==> config.mk <==
export PLATFORM = sky130hd
export DESIGN_NAME = hvac_actuator_ctrl
export DESIGN_NICKNAME = d
export VERILOG_FILES = /design/src/rtl/hvac_pkg.sv /design/src/rtl/hvac_tick_timer.sv /design/src/rtl/hvac_actuator_ctrl.sv
export SDC_FILE = /design/constraint.sdc
export NUM_CORES = 1
export LEC_CHECK = 0
export ABC_AREA = 1
export CORE_UTILIZATION = 51
export DETAILED_ROUTE_END_ITERATION = 10
export PLACE_DENSITY = 0.79
export SKIP_CTS_REPAIR_TIMING = 1
export SYNTH_ARGS = -nofsm -noshare
export SYNTH_HDL_FRONTEND = slang
export SYNTH_SLANG_ARGS = --single-unit
==> constraint.sdc <==
create_clock -name clk -period 1.7 [get_ports clk]
set_input_delay 0.34 -clock clk [delete_from_list [all_inputs] [get_ports clk]]
set_output_delay 0.34 -clock clk [all_outputs]
set_load 0.005 [all_outputs]
==> src/rtl/hvac_pkg.sv <==
// Shared definitions for the HVAC actuator controller: state encoding and
// the state-to-actuator decode used to build the registered enables.
package hvac_pkg;

  typedef enum logic [2:0] {
    ST_IDLE  = 3'd0,
    ST_HEAT  = 3'd1,
    ST_COOL  = 3'd2,
    ST_RUNON = 3'd3,
    ST_HOLD  = 3'd4
  } state_t;

  typedef struct packed {
    logic heat;
    logic cool;
    logic fan;
  } act_t;

  function automatic act_t decode_outputs(input state_t s);
    act_t a;
    a = '0;
    case (s)
      ST_HEAT:  begin a.heat = 1'b1; a.fan = 1'b1; end
      ST_COOL:  begin a.cool = 1'b1; a.fan = 1'b1; end
      ST_RUNON: a.fan = 1'b1;
      default:  a = '0;
    endcase
    return a;
  endfunction

endpackage

==> src/rtl/hvac_tick_timer.sv <==
// Tick-driven saturating down-counter shared by every protection interval.
// A load always wins over a same-cycle tick decrement.
module hvac_tick_timer #(
  parameter int CNT_W = 8
) (
  input  logic             clk,
  input  logic             rst,
  input  logic             tick,
  input  logic             load,
  input  logic [CNT_W-1:0] load_val,
  output logic             zero
);

  logic [CNT_W-1:0] cnt_q, cnt_d;

  // NOTE: cnt_d gets a value on every path, so no latch is inferred.
  always_comb begin
    cnt_d = cnt_q;
    if (load)
      cnt_d = load_val;
    else if (tick && (cnt_q != '0))
      cnt_d = cnt_q - 1'b1;
  end

  // NOTE: state registers use non-blocking assignment so all flops update together.
  always_ff @(posedge clk) begin
    if (rst)
      cnt_q <= '0;
    else
      cnt_q <= cnt_d;
  end

  assign zero = (cnt_q == '0);

endmodule

==> src/rtl/hvac_actuator_ctrl.sv <==
// Protected heater/compressor/fan enables: minimum on, minimum off,
// fan run-on after cooling and heat/cool mutual exclusion.
module hvac_actuator_ctrl
  import hvac_pkg::*;
#(
  parameter int MIN_ON    = 3,
  parameter int MIN_OFF   = 2,
  parameter int FAN_RUNON = 2,
  parameter int CNT_W     = 8
) (
  input  logic       clk,
  input  logic       rst,
  input  logic       tick,
  input  logic       heat_req,
  input  logic       cool_req,
  output logic       heat_en,
  output logic       cool_en,
  output logic       fan_en,
  output logic       fault,
  output logic [2:0] state_o
);

  localparam logic [CNT_W-1:0] MIN_ON_V    = CNT_W'(MIN_ON);
  localparam logic [CNT_W-1:0] MIN_OFF_V   = CNT_W'(MIN_OFF);
  localparam logic [CNT_W-1:0] FAN_RUNON_V = CNT_W'(FAN_RUNON);

  state_t           state_q, state_d;
  act_t             act_q, act_d;
  logic             fault_q, fault_d;
  logic             load;
  logic [CNT_W-1:0] load_val;
  logic             zero;

  hvac_tick_timer #(.CNT_W(CNT_W)) u_timer (
    .clk      (clk),
    .rst      (rst),
    .tick     (tick),
    .load     (load),
    .load_val (load_val),
    .zero     (zero)
  );

  always_comb begin
    state_d  = state_q;
    load     = 1'b0;
    load_val = '0;
    case (state_q)
      ST_IDLE: begin
        if (heat_req && !cool_req) begin
          state_d  = ST_HEAT;
          load     = 1'b1;
          load_val = MIN_ON_V;
        end else if (cool_req && !heat_req) begin
          state_d  = ST_COOL;
          load     = 1'b1;
          load_val = MIN_ON_V;
        end
      end
      // Both requests high counts as a drop once minimum on-time has elapsed.
      ST_HEAT: begin
        if (zero && (!heat_req || cool_req)) begin
          state_d  = ST_HOLD;
          load     = 1'b1;
          load_val = MIN_OFF_V;
        end
      end
      ST_COOL: begin
        if (zero && (!cool_req || heat_req)) begin
          state_d  = ST_RUNON;
          load     = 1'b1;
          load_val = FAN_RUNON_V;
        end
      end
      ST_RUNON: begin
        if (zero) begin
          state_d  = ST_HOLD;
          load     = 1'b1;
          load_val = MIN_OFF_V;
        end
      end
      ST_HOLD: begin
        if (zero)
          state_d = ST_IDLE;
      end
      default: state_d = ST_IDLE;
    endcase
  end

  // Enables are registered from the next state, so they change with state_q.
  assign act_d   = decode_outputs(state_d);
  assign fault_d = heat_req & cool_req;

  always_ff @(posedge clk) begin
    if (rst) begin
      state_q <= ST_IDLE;
      act_q   <= '0;
      fault_q <= 1'b0;
    end else begin
      state_q <= state_d;
      act_q   <= act_d;
      fault_q <= fault_d;
    end
  end

  assign heat_en = act_q.heat;
  assign cool_en = act_q.cool;
  assign fan_en  = act_q.fan;
  assign fault   = fault_q;
  assign state_o = state_q;

endmodule
# [After elaboration in Yosys (flattened, before gate mapping)]
# Index checks and enable logic that the tools add are counted.
[op_classes] n_addsub=1 eq_ne=7 n_mux=24 n_bitwise=1 n_reduce_logical=14
[ops] cell="$mux W3" n=6
[ops] cell="$mux W8" n=2
[ops] cell="$pmux W3 S5" n=1
[ops] cell="$eq A3 B2 Y1 const B" n=4
[ops] cell="$mux W2" n=5
[ops] cell="$logic_not A8 Y1" n=1
[ops] cell="$mux W1" n=8
[ops] cell="$pmux W2 S4" n=1
[ops] cell="$reduce_bool A8 Y1" n=1
[ops] cell="$sub A8 B1 Y8 const B" n=1
[ops] cell="$eq A3 B1 Y1 const B" n=2
[ops] cell="$logic_and A1 B1 Y1" n=5
[ops] cell="$pmux W1 S4" n=1
[ops] cell="$eq A3 B3 Y1 const B" n=1
[ops] cell="$logic_not A3 Y1" n=1
[ops] cell="$reduce_or A3 Y1" n=1
[ops] cell="$logic_not A1 Y1" n=2
[ops] cell="$logic_or A1 B1 Y1" n=2
[ops] cell="$reduce_bool A2 Y1" n=1
[ops] cell="$and A1 B1 Y1" n=1
[word_totals] register_bits=15 inputBits=5 output_inout_bits=7 word_cells=53

# [Depth between registers and ports, before layout]
# Gate-level depths: netlist (run 1).
[depth] word_depth=8 ltp_mapped=11 mapped_depth_nobuf=11

# [By module]
# Synthesis (run 1) repeated with hierarchy kept, for this count alone.
[hier_totals] hier_cells=158 area_unflattened_um2=999.7
[by_module_without_submodules] module="hvac_tick_timer" n_inst=1 cells_per_inst=104 area_each_um2=600.6 seq_area_each_um2=160.2
[by_module_without_submodules] module="hvac_actuator_ctrl" n_inst=1 cells_per_inst=54 area_each_um2=399.1 seq_area_each_um2=140.1

# [Least setup slack after synthesis (run 1)]
# OpenSTA, ideal clock, no wires.
[synth_path] kind="register to register" from="register u_timer.cnt_q[0]" to="register u_timer.cnt_q[2]" setup_time_ns=0.070 t_arrival_ns=1.292 required_time_ns=1.630 setup_slack_ns=0.338 path_stages_with_launch=11 n_path_buf=1 period_less_slack_ns=1.362 cell_sequence="dfxtp_1 inv_1 ha_1 nand2_2 nor2_8 nand2_4 inv_2 nor2_4 buf_6 nand3_1 a21oi_1"
[synth_between] elab_chain_cells=5 word_cells_on_any_way=13 cone_classes="add/sub (1); mux (6); reduce/logical (6)"
[synth_rtl] item="start: declaration" line_no="hvac_tick_timer.sv:14" text="logic [CNT_W-1:0] cnt_q, cnt_d;"
[synth_rtl] item="start signal: assignment" line_no="hvac_tick_timer.sv:30" text="cnt_q <= cnt_d;"
[synth_rtl] item="parallel branches: the longest is 5 deep, another holds $sub A8 B1 Y8"
# Parallel ways; which one is timed is not known. The select of a mux whose other input is x is not followed.
# A chain may end at the register's enable or synchronous reset.

# [Worst setup path after layout (run 1)]
[layout_path] from="input port heat_req" to="register u_timer.cnt_q[4]"
[layout_between] elab_chain_cells=6 word_cells_on_any_way=14 cone_classes="mux (6); reduce/logical (8)"
[layout_rtl] item="start: declaration" line_no="hvac_actuator_ctrl.sv:14" text="input logic heat_req,"
[layout_rtl] item="$logic_not A1 Y1" line_no="hvac_actuator_ctrl.sv:53, hvac_actuator_ctrl.sv:61"
[layout_rtl] item="$logic_and A1 B1 Y1 or $logic_or A1 B1 Y1 (tied branches)" line_no="hvac_actuator_ctrl.sv:53, hvac_actuator_ctrl.sv:61"
[layout_rtl] item="$mux W1 or $logic_and A1 B1 Y1 (tied branches)" line_no="hvac_actuator_ctrl.sv:53, hvac_actuator_ctrl.sv:61"
[layout_rtl] item="$mux W1 (on tied branches)" line_no="hvac_actuator_ctrl.sv:49, hvac_actuator_ctrl.sv:61"
[layout_rtl] item="$pmux W1 S4 (*)" line_no="hvac_actuator_ctrl.sv:47" text="case (state_q)"
[layout_rtl] item="$mux W8 or $reduce_bool A2 Y1 (tied branches)"
# Every way passes the cells marked *; elsewhere a longest branch is shown, timed or not.

==> flow_summary.yaml, run 1 <==
timing:
  post-route-min-period_ns: 1.62
  tightest_slew_ns: 0.311
  fin_crit_sh_pct: 95.5
  max_freq_ghz: 0.616
  max_slew_margin_pct: 79.1
  holdWs_ns: 0.493
  setup_viol: 0
  slew_viol_final: 0
  hold_violations: 0
  clock_skew_ns: 0.00177
setup_path:
  r2r_cells: 9
  r2r_setup_slack_ns: 0.17
  cp_max_fo: 6
  crit_buf_inv: 3
  crit_family: "buffers and inverters"
  cp.arrival_ns: 1.85
  end_kind: "flop"
  critPathMostFrequentCell: "inv_1"
  cp-start-kind: "input pin"
  cp_cell_sequence: "clkdlybuf4s50_1, inv_1, ha_1, inv_1, nand2_2, nand2_4, nor2_2, nand3_1, a21oi_1"
  cp_data_required_time_ns: 1.93
  cp_slowest_stage_delay_ns: 0.50
  reg2reg_from: "u_timer.cnt_q[0]"
  path_class: "in -> reg"
  cpMaxStageDelayCell: "clkdlybuf4s50_1"
  r2r_end: "u_timer.cnt_q[4]"
cells_and_area:
  stdcell_area_mm2: 0.00110
  layout.nets: 155
  drive_above_1_share_pct: 17.4
  n_antenna_cell: 0
  syn_to_final_growth_pct: 20.7
  final-instance-count-excl-fill: 168
placement:
  dpl.hpwl_um: 1400
  placed_cells: 163
  globalplace.congestion: 0.837
  io_buffers: 11
  dpl-instance-area_mm2: 0.00106
drt:
  ant_nets: 0
  num_vias: 837
  drtPass1Iterations: 4
  wirelength_um: 1910
  viasPerCell: 4.98
  drc: 0
  drt_iter0_drc: 17
  post_drt_wl_per_cell_um: 11.4
clock_network:
  cts_root_buffer: "clkbuf_4"
  cts_sinks: 15
  clk_pin_slew_ns: 0.09
  cts_tree: "built"
  cts_made_buffers: 3
  cts_buffer_depth: 2
  clk_latency_ns: 0.29
  cts_htree_levels: 1
logic_synthesis:
  async_flop_share_pct: 0
  synth_edf_count: 0
  syn_area_um2: 913
  ys_seq_elements: 15
  ys_warn_count: 0
  yosys.cell_types.count: 22
  synth_nets: 137
  yosys-top-cells-area: "dfxtp_1 (33%), nand3_1 (9.9%), inv_1 (8.2%)"
  synth_top_area_cell: "dfxtp_1"
  synth_common_cells: "inv_1 (20), nand2_1 (18), nand3_1 (18), nor2_1 (17), dfxtp_1 (15)"
  ys_seq_area_share_pct: 32.9
  syn_inst: 127
  postSynthAreaPerCell_um2: 7.19
  yosys.area.top_type_share_pct: 32.9
  synth_flop_cell: "dfxtp_1"
  yosysMostFrequentCell: "inv_1"
hold_path:
  holdCritPathClass: "reg -> reg"
  holdPathEnd: "u_timer.cnt_q[1]"
  min_from: "u_timer.cnt_q[1]"
  min_path_cells: 2
die:
  die_h_um: 44.3
  num_io_pins: 12
  initial_core_util_pct: 57.3
  core_area_mm2: 0.00159
  row_count: 14
  die_area_mm2: 0.00196
  die_width_um: 44.3
grt:
  antenna_found_initial: 0
  grt_pass1_wl_um: 3110
  grt_pass1_vias: 756
  track_usage_pct: 22.0
  grt-ovfl-total: 0
  grt_max_degree: 14
job:
  cap_violations: 0
power_and_ir_drop:
  p_leak_uw: 0.000546
  p_per_area_mw_per_mm2: 1990
  ir_drop_uv: 1160
outcome:
  status: "finished, final reports clean"
worst min-delay path, cell delays in order, from the launching register on:
cell,delay [ns]
dfxtp_1,0.32
nand2_1,0.06
a31oi_1,0.07
state kept, by name, summed over array words and instances, names as in the netlist:
register,count
cool_en,1
fan_en,1
fault,1
heat_en,1
state_o,3
u_timer.cnt_q,8
routing by layer:
layer  GRT usage, %  share of wire (%)  vias to the layer above  wire, µm
met4           15.2                3.2                        0        61
met5              0                  0                        -         0
met1           28.0                 45                      367       853
li1               -                  -                      434         -
met3           4.90                6.3                        7       121
met2           32.9                 46                       29       874
power by group:
group,internal [µW],leakage (µW),switching (µW)
combinational,554,0.000408,825
clock,89.7,0.0000139,123
sequential,477,0.000124,122
worst max-delay path by stage:
stage | start | end | slack [ns] | depth (start not counted)
detailed placement | heat_req | u_timer.cnt_q[2] | -0.26 | 9
global route | heat_req | u_timer.cnt_q[4] | -0.00004 | 9
finish | heat_req | u_timer.cnt_q[4] | 0.08 | 9
floorplan | u_timer.cnt_q[0] | u_timer.cnt_q[2] | 0.34 | 10
global placement | heat_req | u_timer.cnt_q[0] | -0.22 | 10
CTS | heat_req | u_timer.cnt_q[6] | 0.04 | 9
cell type report:
| type | count | area [µm²] |
|---|---|---|
| Multi-Input combinational cell | 89 | 524 |
| Fill cell | 148 | 492 |
| Sequential cell | 15 | 303 |
| Timing Repair Buffer | 14 | 133 |
| Inverter | 22 | 82.6 |
| Tap cell | 24 | 30.0 |
| Clock buffer | 3 | 22.5 |
| Clock inverter | 1 | 7.51 |
through the flow:
| stage | utilization, % | TNS, ns | worst slack, ns | total power, µW |
|---|---|---|---|---|
| 2_1_floorplan | - | 0 | 0.338 | 1650 |
| 3_3_place_gp | 66.6 | -1.78 | -0.224 | 1900 |
| 3_5_place_dp | 66.6 | -2.22 | -0.259 | 1930 |
| 4_1_cts | 68.4 | 0 | 0.0360 | 2150 |
| 5_1_grt | 69.2 | -0.0000362 | -0.0000362 | 2400 |
| 6_report | 69.2 | 0 | 0.0773 | 2190 |
cells in the final DEF (no fill, tap or decap), types with 4 or more instances in the layout:
cell,Yosys,layout
inv_1,20,20
nand3_1,18,18
nor2_1,17,17
nand2_1,18,17
dfxtp_1,15,13
clkdlybuf4s50_1,0,11
a21oi_1,7,7
ha_1,5,5
nor2_2,3,4
nand2_4,4,4
cells by family after synthesis:
| group | Yosys count | share of synthesized area (%) |
|---|---|---|
| fa+ha+maj | 5 | 6.85 |
| flops | 15 | 32.9 |
| compound gates | 10 | 6.16 |
| xor+xnor | 4 | 3.84 |
| simple gates | 69 | 39.6 |
| buf+inv | 24 | 10.7 |
Power figures use the tool's default switching activity.
==> run 2, diff against run 1 <==
Settings changed: CORE_MARGIN set to 2, SKIP_LAST_GASP set to 1.
==> run 2 against run 1 <==
Against the previous run: non-clock buffer count grew 4; highest routed layer unchanged; worst setup slack lost 0.018 ns; worst hold slack lost 0.035 ns; critical path type is now reg -> out.
==> flow_summary.yaml, run 2 (synthesis results as in run 1) <==
die:
  die_h_um: 46.3
  num_io_pins: 12
  die_area_mm2: 0.00215
  core_area_mm2: 0.00171
  row_count: 15
  initial_core_util_pct: 53.5
  die_width_um: 46.3
setup_path:
  end_kind: "output port"
  cp_slowest_stage_delay_ns: 0.56
  cp_data_required_time_ns: 1.36
  crit_family: "buffers and inverters"
  cp_max_fo: 7
  cp_cell_sequence: "clkdlybuf4s50_1"
  cp-start-kind: "flop"
  path_class: "reg -> out"
  crit_buf_inv: 1
  cpMaxStageDelayCell: "clkdlybuf4s50_1"
  cp.arrival_ns: 1.30
  r2r_setup_slack_ns: 0.12
power_and_ir_drop:
  p_per_area_mw_per_mm2: 1980
  p_int_uw: 1160
  ir_drop_uv: 1050
  p_leak_uw: 0.000584
  seqPwrFrac_pct: 26.3
  power_frac_clock_pct: 9.6
  switchingPower_uw: 1080
  combPwrFrac_pct: 64.1
  swShare_pct: 48.2
cells_and_area:
  largest_register_ffs: 8
  final_common_cell: "inv_1"
  drive_above_1_share_pct: 19.7
  regMostFlops: "u_timer.cnt_q"
  stdcell_area_mm2: 0.00113
  syn_to_final_growth_pct: 24.1
  fillerInstances: 152
  n_antenna_cell: 0
  layout.nets: 158
  postLayoutCoreUtil_pct: 66.4
  final_cell_mix: "inv_1 (20), nand3_1 (18), nand2_1 (18)"
timing:
  holdWs_ns: 0.458
  max_slew_margin_pct: 84.5
  post-route-min-period_ns: 1.64
  clock_skew_ns: 0.00250
  rsz0062_at_grt: "no"
  slew_viol_final: 0
  fin_crit_sh_pct: 96.5
  tightest_slew_ns: 0.231
  max_freq_ghz: 0.609
  setup_ws_ns: 0.0588
  tns_ns: 0
  setup_viol: 0
  hold_violations: 0
placement:
  pre_cts_ws_ns: -0.275
  globalplace.congestion: 0.775
  dpl-instance-area_mm2: 0.00107
  dpl.hpwl_um: 1350
  io_buffers: 11
clock_network:
  cts_sinks: 15
  clk_latency_ns: 0.29
  cts_tree: "built"
  cts_buffer_depth: 2
  cts_htree_levels: 1
  cts_root_buffer: "clkbuf_4"
  clk_pin_slew_ns: 0.10
  cts_made_buffers: 3
job:
  cap_violations: 0
grt:
  grt_pass1_vias: 650
  track_usage_pct: 18.7
  grt-ovfl-total: 0
  grt_pass1_wl_um: 2790
  grt_max_degree: 14
  antenna_found_initial: 0
drt:
  wl_met3_um: 52
  drtPass1Iterations: 4
  routedLengthMet1_um: 787
  drc: 0
  routed-wl-met2_um: 929
  wirelength_um: 1820
  drt_iter0_drc: 12
  highest_layer: "met4"
  post_drt_wl_per_cell_um: 10.6
  num_vias: 826
  ant_nets: 0
  viasPerCell: 4.80
outcome:
  status: "finished, final reports clean"
hold_path:
  holdCritPathClass: "in -> reg"
## run 2: cell types whose count changed in the layout (fill, tap and decap cells not counted)
cell	before	now
dfxtp_1	13	14
dlymetal6s2s_1	0	2
clkbuf_2	0	1
nor2_1	17	16
dfxtp_2	2	1
nand2_2	3	2
clkdlybuf4s50_1	11	9
nand2_1	17	18
a21oi_2	0	2
a21oi_1	7	5
clkinv_2	0	1
clkinvlp_4	1	0
buf_4	3	6
## run 2: final timing paths
| check | cells after the start | end | startpoint |
|---|---|---|---|
| worst max-delay path | 1 | state_o[0] | state_o[0] |
| worst min-delay path | 4 | fault | cool_req |
| worst max register to register | 10 | u_timer.cnt_q[1] | u_timer.cnt_q[0] |
| worst min register to register | 2 | u_timer.cnt_q[1] | u_timer.cnt_q[1] |
## run 2: power by group through the flow
stage | combinational (µW) | clock, µW | sequential, µW
3_3_place_gp | 1310 | 0 | 589
6_report | 1440 | 216 | 589
5_1_grt | 1580 | 227 | 608
4_1_cts | 1360 | 216 | 588
2_1_floorplan | 1070 | 0 | 579
3_5_place_dp | 1340 | 0 | 596
## run 2: final cells by class
cell class | instances | area (µm²) | share of cell area (%)
tap | 25 | 31.3 | 2.76
multi-input combinational | 88 | 526 | 46.4
timing repair buffer | 18 | 165 | 14.6
inverter | 22 | 82.6 | 7.28
clock buffer | 3 | 22.5 | 1.99
clock inverter | 1 | 5.00 | 0.442
sequential | 15 | 302 | 26.6
## run 2: stage by stage
| step | std cells | total power, µW |
|---|---|---|
| 3_5_place_dp | 165 | 1940 |
| 2_1_floorplan | 127 | 1650 |
| 6_report | 172 | 2240 |
| 4_1_cts | 169 | 2160 |
| 3_3_place_gp | 165 | 1900 |
| 5_1_grt | 172 | 2420 |
## run 2: metal layers
layer / GRT usage, % / up-vias
met4: 11.4 / 0
met3: 3.92 / 6
met5: 0 / -
li1: - / 436
met1: 22.6 / 369
met2: 30.0 / 15
